File: src/rtl/frobenius_sumsq_sqrt_pkg.sv
// frob_pkg: shared state encoding and width helpers for the Frobenius norm path
package frob_pkg;
  typedef enum logic [1:0] {ACCUM, SQRT, OUT} state_e;
  function automatic int acc_w(input int data_w, input int n_elem);
    return 2 * data_w + $clog2(n_elem);
  endfunction
  function automatic int root_w(input int data_w, input int n_elem);
    return (acc_w(data_w, n_elem) + 1) / 2;
  endfunction
endpackage

File: src/rtl/frobenius_sumsq_sqrt_if.sv
// frobenius_sumsq_sqrt_if: element input stream and norm output stream
interface frobenius_sumsq_sqrt_if #(parameter int DATA_W = 16, parameter int N_ELEM = 1024);
  import frob_pkg::*;
  localparam int ACC_W = acc_w(DATA_W, N_ELEM);
  localparam int ROOT_W = root_w(DATA_W, N_ELEM);
  logic valid_in;
  logic ready_in;
  logic signed [DATA_W-1:0] input_data;
  logic valid_out;
  logic ready_out;
  logic [ROOT_W-1:0] norm_out;
  logic [ACC_W-1:0] sumsq_out;
  modport master (output valid_in, input_data, ready_out, input ready_in, valid_out, norm_out, sumsq_out);
  modport slave (input valid_in, input_data, ready_out, output ready_in, valid_out, norm_out, sumsq_out);
endinterface

File: src/rtl/frobenius_sumsq_sqrt_isqrt_seq.sv
// isqrt_seq: restoring square root, one result bit per cycle, MSB first
module isqrt_seq #(parameter int ACC_W = 34, parameter int ROOT_W = 17) (
  input  logic              clk,
  input  logic              rst,
  input  logic              start_i,
  input  logic [ACC_W-1:0]  x_i,
  output logic              done_o,
  output logic [ROOT_W-1:0] root_o
);
  localparam int XW = 2 * ROOT_W;
  localparam int IW = ROOT_W > 1 ? $clog2(ROOT_W) : 1;
  logic [XW-1:0] x_q, x_d;
  logic [ROOT_W-1:0] rem_q, rem_d, root_q, root_d;
  logic [IW-1:0] iter_q, iter_d;
  logic busy_q, busy_d;
  logic [ROOT_W+1:0] rem_sh, trial;
  logic ge;
  // bring down two operand bits, subtract the trial divisor when it fits
  always_comb begin
    rem_sh = {rem_q, x_q[XW-1 -: 2]};
    trial = {root_q, 2'b01};
    ge = rem_sh >= trial;
    done_o = busy_q && iter_q == '0;
    x_d = start_i ? XW'(x_i) : busy_q ? {x_q[XW-3:0], 2'b00} : x_q;
    rem_d = start_i ? '0 : busy_q ? ROOT_W'(ge ? rem_sh - trial : rem_sh) : rem_q;
    root_d = start_i ? '0 : busy_q ? {root_q[ROOT_W-2:0], ge} : root_q;
    iter_d = start_i ? IW'(ROOT_W - 1) : busy_q ? iter_q - IW'(1) : iter_q;
    busy_d = start_i || (busy_q && !done_o);
  end
  // iteration state
  always_ff @(posedge clk) begin
    if (rst) begin
      x_q <= '0;
      rem_q <= '0;
      root_q <= '0;
      iter_q <= '0;
      busy_q <= 1'b0;
    end else begin
      x_q <= x_d;
      rem_q <= rem_d;
      root_q <= root_d;
      iter_q <= iter_d;
      busy_q <= busy_d;
    end
  end
  assign root_o = root_q;
endmodule

File: src/rtl/frobenius_sumsq_sqrt.sv
// frobenius_sumsq_sqrt: per-frame sum of squares and its floor square root
module frobenius_sumsq_sqrt import frob_pkg::*; #(
  parameter int DATA_W = 16,
  parameter int N_ELEM = 1024
) (
  input logic clk,
  input logic rst,
  frobenius_sumsq_sqrt_if.slave bus
);
  localparam int ACC_W = acc_w(DATA_W, N_ELEM);
  localparam int ROOT_W = root_w(DATA_W, N_ELEM);
  localparam int CW = N_ELEM > 1 ? $clog2(N_ELEM) : 1;
  state_e state_q, state_d;
  logic [CW-1:0] cnt_q, cnt_d;
  logic [ACC_W-1:0] acc_q, acc_d;
  logic signed [2*DATA_W-1:0] ext, sq;
  logic accept, last, hs, done;
  logic [ROOT_W-1:0] root;
  // frame FSM: accumulate squares, hand the total to the root unit, hold result
  always_comb begin
    bus.ready_in = state_q == ACCUM && !rst;
    bus.valid_out = state_q == OUT;
    ext = (2 * DATA_W)'(bus.input_data);
    sq = ext * ext;
    accept = bus.valid_in && bus.ready_in;
    last = accept && cnt_q == CW'(N_ELEM - 1);
    hs = bus.valid_out && bus.ready_out;
    acc_d = hs ? '0 : accept ? acc_q + ACC_W'($unsigned(sq)) : acc_q;
    cnt_d = accept ? (last ? '0 : cnt_q + CW'(1)) : cnt_q;
    state_d = last ? SQRT : (state_q == SQRT && done) ? OUT : hs ? ACCUM : state_q;
  end
  // frame state registers
  always_ff @(posedge clk) begin
    if (rst) begin
      state_q <= ACCUM;
      cnt_q <= '0;
      acc_q <= '0;
    end else begin
      state_q <= state_d;
      cnt_q <= cnt_d;
      acc_q <= acc_d;
    end
  end
  isqrt_seq #(.ACC_W(ACC_W), .ROOT_W(ROOT_W)) u_isqrt (
    .clk(clk),
    .rst(rst),
    .start_i(last),
    .x_i(acc_d),
    .done_o(done),
    .root_o(root)
  );
  assign bus.norm_out = root;
  assign bus.sumsq_out = acc_q;
endmodule

File: src/flat_wrapper.sv
// flat-port wrapper written by rule: the top's interface ports become plain ports
module frobenius_sumsq_sqrt_flat import frob_pkg::*;
#(
  parameter int DATA_W = 16,
  parameter int N_ELEM = 1024
)
  (clk, rst, bus_valid_in, bus_input_data, bus_ready_out, bus_ready_in, bus_valid_out, bus_norm_out, bus_sumsq_out);
  frobenius_sumsq_sqrt_if #(.DATA_W(DATA_W), .N_ELEM(N_ELEM)) bus_i ();
  input logic clk;
  input logic rst;
  input wire logic [$bits(bus_i.valid_in)-1:0] bus_valid_in;
  input wire logic [$bits(bus_i.input_data)-1:0] bus_input_data;
  input wire logic [$bits(bus_i.ready_out)-1:0] bus_ready_out;
  output wire logic [$bits(bus_i.ready_in)-1:0] bus_ready_in;
  output wire logic [$bits(bus_i.valid_out)-1:0] bus_valid_out;
  output wire logic [$bits(bus_i.norm_out)-1:0] bus_norm_out;
  output wire logic [$bits(bus_i.sumsq_out)-1:0] bus_sumsq_out;
  assign bus_i.valid_in = bus_valid_in;
  assign bus_i.input_data = bus_input_data;
  assign bus_i.ready_out = bus_ready_out;
  assign bus_ready_in = bus_i.ready_in;
  assign bus_valid_out = bus_i.valid_out;
  assign bus_norm_out = bus_i.norm_out;
  assign bus_sumsq_out = bus_i.sumsq_out;
  frobenius_sumsq_sqrt #(.DATA_W(DATA_W), .N_ELEM(N_ELEM)) u_core (.clk(clk), .rst(rst), .bus(bus_i));
endmodule
File: config.mk
export PLATFORM = sky130hd
export DESIGN_NAME = frobenius_sumsq_sqrt_flat
export DESIGN_NICKNAME = d
export VERILOG_FILES = /design/src/rtl/frobenius_sumsq_sqrt_pkg.sv /design/src/rtl/frobenius_sumsq_sqrt_if.sv /design/src/rtl/frobenius_sumsq_sqrt_isqrt_seq.sv /design/src/rtl/frobenius_sumsq_sqrt.sv /design/src/flat_wrapper.sv
export SDC_FILE = /design/constraint.sdc
export NUM_CORES = 1
export LEC_CHECK = 0
export CAP_MARGIN = 20
export CORE_AREA = 5 5 163 197
export CTS_CLUSTER_SIZE = 30
export DETAILED_ROUTE_END_ITERATION = 8
export DIE_AREA = 0 0 168 202
export PLACE_DENSITY = 0.79
export SLEW_MARGIN = 40
export SYNTH_ARGS = -nofsm -noshare
export SYNTH_HDL_FRONTEND = slang
export SYNTH_SLANG_ARGS = --single-unit
File: constraint.sdc
create_clock -name clk -period 12.92 [get_ports clk]
set_clock_uncertainty 0.1 [all_clocks]
set_input_delay 1.938 -clock clk [delete_from_list [all_inputs] [get_ports clk]]
set_output_delay 1.938 -clock clk [all_outputs]
set_load 0.01 [all_outputs]
==> summary by stage, run 1 <==
Run status
The run finished with clean final reports.

Global routing
For met1 alone, demand over resource in global routing was 0.2980. The pin count of the biggest net entering global routing is 83. The overall overflow remaining after global route is 0.

The most crowded layer after global routing is met2. The via count of the first global-routing pass is 14470. The wire length of the first global-routing pass is 68.05 mm. In the global route stage, overall resource usage came out at 0.2409.

The initial antenna violation count is 0. In the global route stage, met3 resource usage came out at 0.03599. For met2 alone, demand over resource in global routing was 0.4312.

Clock tree
The number of gates resized after CTS is 0. The number of post-CTS setup repair buffers is 0. TritonCTS created 17 clock buffers. Hold repair after CTS inserted 0 buffers. The sink count of the clock tree is 144. After clock tree synthesis, the clock-pin slew on the worst setup and hold paths is 0.06 ns.

The clock latency of the later-clocked register in the worst-skew pair is 0.43 ns. The H-tree was split into 4 levels. The root cell of the clock tree is clkbuf_16.

The clock passes through at most 2 buffers. The TritonCTS clock tree is yes.

Worst setup path
The required time reported for the critical path endpoint is 13.15 ns. The slowest stage of the critical path is the clkdlybuf4s50_1 cell. The critical path contains buffers and inverters numbering 6 combined. The cell seen most often among critical-path stages is fa_1. The startpoint identified for the worst register-to-register timing path is u_core.bus.sumsq_out[2]$_SDFF_PP0_. The delay of the slowest critical-path stage is 0.95 ns. The endpoint identified for the worst register-to-register timing path is u_core.bus.sumsq_out[21]$_SDFF_PP0_. The setup slack of the most critical reg-to-reg path is 9.61 ns. Of all nets on the critical path, the largest fanout is 20. The endpoint type of the worst setup path is a flip-flop. STA classifies the critical path startpoint as a primary input.

The arrival time of data at the critical path endpoint is 11.12 ns. The critical path is of the primary input to flip-flop type. The cell family contributing the most delay on the critical path is adder cells. Counting cells, the worst reg-to-reg path comes to 10.

Floorplan
For this configuration, the core starts out at a cell density of 0.5890. The die is 202 um tall. The number of rows in the core area is 70. The width of the die is 168 um. The floorplan step defined a die boundary enclosing 33940 sq um.

The number of primary I/O pins is 85. The area of the core region is 30040 sq um.

Flow run
Across the run, the number of max-cap violations was 0.

STA
The final setup violation count is 0. The number of max-slew violations in the final report is 0. The final number of hold-violating endpoints is 0. The worst max-slew margin expressed relative to the limit is 0.4445. The post-route setup TNS is 0 ns. The transition time at the pin with the least slew margin is 0.8303 ns. For this run, the top clock speed supported by timing is 0.09181 GHz. The fraction of the cycle the final worst path needs is 0.8431. The clock period minus final worst setup slack is 10.89 ns. Setup repair after global routing left no endpoint under its margin.

Synth
Synthesis inferred 144 register bits. Counting distinct cell types in the post-synthesis netlist gives 79. After synthesis the cells add up to 17700 sq um. Yosys attributes the largest share of cell area to fa_1 27%, dfxtp_1 16%, ha_1 11%. The number of synthesized flops with an enable pin is 0. The share of synthesized area occupied by flip-flops and latches is 0.1629. Of all flip-flops after synthesis, the portion carrying an async set or reset was 0. The average cell area after synthesis is 8.653 sq um. The post-synthesis cell type with the largest combined area is fa_1. The most used flip-flop cell after synthesis is dfxtp_1. During synthesis, Yosys emitted a total of 0 warnings.

The number of nets in the synthesized netlist is 2453. The fraction of synthesized cell area taken by the top area cell type is 0.2692. The synthesized netlist cell count is 2045.

Worst hold path
The worst hold path belongs to the class flip-flop to flip-flop. The instance count along the most critical hold path is 2. In this run the most critical hold path is launched from u_core.u_isqrt.x_q[1]$_SDFFE_PP0P_.

The capture endpoint of the worst hold path is u_core.u_isqrt.x_q[1]$_SDFFE_PP0P_.

Cells and area
The non-filler instance count after layout is 2487. The layout cell share with drive strength beyond 1 is 0.03491. With fillers left out, the area of the finished cells amounts to 19410 sq um. After the last flow step, the layout net total stands at 2486. Compared with the post-synthesis result, the final layout area differs by 9.694%.

The layout filler cell count is 2449. For this run, the share of the core covered by cells in the final layout is 0.6461. The number of diodes is 0.

Placed design
The instance count after placement with tap cells included is 2455. The final weighted congestion of routability-driven global placement is 0.9251. Detailed placement ended at an HPWL of 31.66 mm. The post-placement cell area is 18790 sq um. The count of buffers added on input and output ports is 84.

Detailed routing
Wires add up to 40.58 mm. The number of detailed-routing iterations run before antenna repair is 6. The routed via count divided by cell count is 5.626. Detailed routing inserted a total of 13990 vias. For this run, design rule violations remaining after detail routing come to 0. The count of nets left with antenna violations once routing finished came out at 0.

The first routing iteration left 801 violations. In the final routed layout, each cell accounts on average for 16.31 um.
worst min-delay path: cells and delay by family, from the launching register on:
kind | cells | cell delay [ns]
DFF | 1 | 0.31
and+or+nand+nor | 2 | 0.11
cell families (layout without fill, tap and decap cells):
family | Yosys count | in the layout | synth area share
multiplexers | 67 | 67 | 0.03811
adder cells (fa/ha/maj) | 388 | 388 | 0.3753
AND/OR/NAND/NOR | 526 | 526 | 0.1408
flip-flops | 144 | 144 | 0.1629
XOR/XNOR | 101 | 101 | 0.04999
buffers and inverters | 460 | 506 | 0.09948
AO/OA/AOI/OAI | 359 | 359 | 0.1334
cell usage after synthesis (12+ instances only):
library cell  instances
inv_1               379
fa_1                238
nor2_1              171
nand2_1             156
ha_1                150
dfxtp_1             144
a21oi_1              98
o21ai_0              72
mux2i_1              64
xnor2_1              63
clkbuf_1             53
a21o_1               41
and2_1               41
xor2_1               38
a211oi_1             37
nand3_1              30
or3_1                23
nor2b_1              22
nor3_1               21
buf_2                17
o21a_1               17
nand2b_1             13
nand4_1              12
o211ai_1             12
final cells by class:
type | count | area (sq um) | share of cell area
Clock inverter | 10 | 156.4 | 0.008057
Sequential cell | 144 | 2887 | 0.1487
Timing Repair Buffer | 94 | 917.1 | 0.04725
Inverter | 380 | 1426 | 0.07348
Tap cell | 396 | 495.5 | 0.02553
Multi-Input combinational cell | 1441 | 13060 | 0.6726
Clock buffer | 22 | 474.2 | 0.02443
registers in the layout (all words and copies together), names as in the netlist:
name	flops
u_core.u_isqrt.x_q	42
u_core.u_isqrt.iter_q	5
u_core.u_isqrt.rem_q	21
u_core.state_q	2
u_core.cnt_q	10
u_core.u_isqrt.root_o	21
u_core.bus.sumsq_out	42
u_core.u_isqrt.busy_q	1
layer usage:
layer	wire, um	up-vias
met5	0	-
met4	1114	0
met3	1824	78
met2	20950	355
met1	16690	6904
li1	-	6656
worst max path at each step:
stage | start | endpoint | slack, ns | cells past startpoint
floorplan | bus_input_data[5] | u_core.u_isqrt.x_q[32]$_SDFFE_PP0P_ | 3.23 | 30
global placement | bus_input_data[15] | u_core.u_isqrt.x_q[32]$_SDFFE_PP0P_ | 1.98 | 30
detailed placement | bus_input_data[15] | u_core.u_isqrt.x_q[32]$_SDFFE_PP0P_ | 1.67 | 30
CTS | bus_input_data[15] | u_core.u_isqrt.x_q[32]$_SDFFE_PP0P_ | 2.06 | 30
global route | bus_input_data[15] | u_core.u_isqrt.x_q[32]$_SDFFE_PP0P_ | 1.44 | 30
finish | bus_input_data[15] | u_core.u_isqrt.x_q[32]$_SDFFE_PP0P_ | 2.03 | 29
through the flow:
stage | hold slack, ns | setup slack (ns)
floorplan | 0.3306 | 3.230
global placement | 0.3450 | 1.977
detailed placement | 0.3496 | 1.669
CTS | 0.3584 | 2.064
global route | 0.3693 | 1.438
finish | 0.3593 | 2.027
cells in the final DEF (no fill, tap or decap), types with 9 or more instances in the layout:
master           instances
mux2i_1                 64
and3_1                   9
a31oi_1                 11
nand3_1                 30
and2_1                  41
nor2_1                 171
clkbuf_16               17
o21ai_0                 72
nand4_1                 12
clkdlybuf4s50_1         82
nor2b_1                 22
dfxtp_1                143
nand2_1                156
nand2b_1                12
a21o_1                  41
a211oi_1                37
ha_1                   150
a21oi_1                 98
fa_1                   238
xnor2_1                 63
o21a_1                  17
xor2_1                  38
nor3_1                  21
inv_1                  379
o211ai_1                12
or3_1                   23
Power of run 1 is not shown: default switching activity piles up to over one toggle a cycle in this logic, so the estimate is an artifact.
==> inputs of run 2 (changes only) <==
- clock period: 12.92 -> 11.3 ns (I/O delays scaled with it)
==> run 2 against run 1 <==
Effect of this change: final area barely moved; sequential cell count did not move; non-clock buffer count rose by 14; sequential share of layout area barely moved.
==> summary by stage, run 2 (synthesis results as in run 1) <==
Clock tree
The buffer depth of the longest clock path is 2 (unchanged). The sink count of the clock tree is 144 (unchanged). The quantity of hold-fixing buffers added after cts is 0 (unchanged). The TritonCTS clock tree is yes. The number of post-CTS setup repair buffers came to 0 (unchanged). The number of gates resized after CTS is 0 (unchanged).

The clock transition at the registers of the reported paths came to 0.06 ns (about the same). The clock latency of the later-clocked register in the worst-skew pair is 0.43 ns (about the same). The root cell of the clock tree is clkbuf_16. The number of H-tree levels came to 4 (unchanged). The total clock buffers created by CTS is 17 (unchanged).

Worst setup path
The reg-to-reg endpoint is u_core.u_isqrt.rem_q[17]$_SDFFE_PP0P_. The arrival time of data at the critical path endpoint was 10.58 ns (-0.54 ns). On the critical path, the stage with the largest delay is an instance of clkdlybuf4s50_1. The largest driver fanout on the critical path is 19 (-5.0%). The setup slack of the most critical reg-to-reg path was 8.01 ns (-1.60 ns). The delay of the slowest critical-path stage is 0.84 ns (-0.11 ns). The logic depth of the worst register-to-register path came to 10 (unchanged). The kind of critical path is primary input to flip-flop.

The capture point of the worst path is u_core.bus.sumsq_out[34]$_SDFF_PP0_. STA classifies the critical path endpoint as a flip-flop. The required time reported for the critical path endpoint was 11.49 ns (-1.66 ns). The startpoint of the most critical setup path is bus_input_data[5].

The cell seen most often among critical-path stages is fa_1. The critical path launch point type is a primary input. The worst register-to-register path begins at u_core.state_q[0]$_SDFFE_PP0P_.

Detailed routing
The count of antenna-violating nets left after detailed routing is 0 (unchanged). The number of vias in the routed layout is 14000 (+0.071%). The number of design rule violations left after detail routing is 0 (unchanged). The number of violations reported at the end of detailed-routing iteration 0 is 815 (+1.7%). The routed via count divided by cell count came to 5.603 (-0.41%). The number of detailed-routing iterations run before antenna repair came to 5 (-1). The total detailed-routing wirelength is 41.29 mm (+1.8%). The average detailed-routed wire length per instance is 16.52 um (+1.3%).

Floorplan
The width of the die is 168 um (unchanged). The effective utilization at floorplan was 0.5890 (unchanged). The number of rows in the core area came to 70 (unchanged). The area of the core region is 30040 sq um (unchanged).

The chip height is 202 um (unchanged). The number of primary I/O pins is 85 (unchanged). The area enclosed by the die boundary is 33940 sq um (unchanged).

Cells and area
The area taken by multi-input logic gates was 13060 sq um (about the same). The net count reported at finish is 2500 (+0.56%). The top cell types in the final layout, fill and taps aside, are 379 x inv_1, 238 x fa_1, 171 x nor2_1. The area growth from synthesis to layout is 9.786% (about the same). The number of diodes came to 0 (unchanged). The most frequent standard cell in the layout excluding fill and tap cells is inv_1.

The utilization after layout came to 0.6467 (about the same). The combined flip-flop and latch cell area is 2887 sq um (unchanged). The layout filler cell count is 2443 (-0.24%).

The layout cell share with drive strength beyond 1 is 0.04089 (+0.005982).

STA
The number of max-slew violations in the final report is 0 (unchanged). The upper clock frequency limit is 0.09625 GHz. The clock period could shrink to 10.39 ns. The final setup violation count is 0 (unchanged). The fraction of the cycle the final worst path needs is 0.9194. The post-route setup TNS is 0 ns (unchanged). Setup repair after global routing left no endpoint under its margin. The final number of hold-violating endpoints came to 0 (unchanged). The worst-case hold slack is 0.3634 ns (+0.004134 ns). The transition time at the pin with the least slew margin was 0.8222 ns (-0.008074 ns).

The worst max-slew margin expressed relative to the limit is 0.4499 (+0.005402).

Worst hold path
The worst min-delay path startpoint is u_core.u_isqrt.x_q[1]$_SDFFE_PP0P_. The worst hold path belongs to the class flip-flop to flip-flop.

Placed design
The detailed-placement wirelength estimate is 33.03 mm (+4.3%). The count of buffers inserted at the top-level ports is 84 (unchanged). The final weighted congestion of routability-driven global placement is 0.9413 (+1.8%).

Global routing
The initial antenna violation count is 0 (unchanged). The via count of the first global-routing pass was 14600 (+0.88%). The wire length of the first global-routing pass came to 69.59 mm (+2.3%).

The overall overflow remaining after global route is 0 (unchanged). The pin count of the biggest net entering global routing was 84 (+1.2%). The overall global routing resource usage is 0.2474 (+0.006553).

Flow run
The total of max-cap violations is 0 (unchanged).

Run status
The flow ran to the end, and the final reports show no timing, DRC or antenna violations.
[run 2: changes by cell type in the layout (fill, tap and decap cells not counted), sizes merged]
cell | previous run | this run
buf | 11 | 25
bufinv | 4 | 0
clkinv | 5 | 7
clkdlybuf4s50 | 82 | 83
inv | 380 | 379
[run 2: critical path: cells and delay by family]
kind                       cells  cell delay (ns)
adders and majority gates      8             3.87
AOI/OAI and AO/OA             10             2.56
and+or+nand+nor                7             1.30
buffers and inverters          5             1.06
xor gates and xnor gates       1             0.09
[run 2: final cells by class]
cell class / count / area share
timing repair buffer: 108 / 0.05326
inverter: 380 / 0.07342
sequential: 144 / 0.1486
tap: 396 / 0.02550
clock inverter: 7 / 0.001932
multi-input combinational: 1441 / 0.6722
clock buffer: 23 / 0.02512
[run 2: how the worst min path moves through the flow]
stage | endpoint | depth (start not counted)
global route | u_core.u_isqrt.x_q[0]$_SDFFE_PP0P_ | 2
detailed placement | u_core.u_isqrt.x_q[1]$_SDFFE_PP0P_ | 2
CTS | u_core.u_isqrt.x_q[1]$_SDFFE_PP0P_ | 2
global placement | u_core.u_isqrt.x_q[0]$_SDFFE_PP0P_ | 2
finish | u_core.u_isqrt.x_q[1]$_SDFFE_PP0P_ | 2
floorplan | u_core.u_isqrt.x_q[0]$_SDFFE_PP0P_ | 2
[run 2: stage by stage]
stage / worst slack [ns] / cell area [sq um] / cells
floorplan: 1.853 / 17700 / 2045
CTS: 1.003 / 19430 / 2499
finish: 0.9107 / 19430 / 2499
global placement: 0.8676 / 18860 / 2467
global route: 0.3745 / 19430 / 2499
detailed placement: 0.6010 / 18900 / 2469
[run 2: layer usage]
| layer | GRT usage | up-vias | wire (um) |
|---|---|---|---|
| li1 | - | 6680 | - |
| met1 | 0.3041 | 6876 | 16530 |
| met2 | 0.4421 | 344 | 21630 |
| met3 | 0.03736 | 103 | 1856 |
| met4 | 0.08524 | 0 | 1275 |
| met5 | 0 | - | 0 |
Power of run 2 is left out for the same reason.
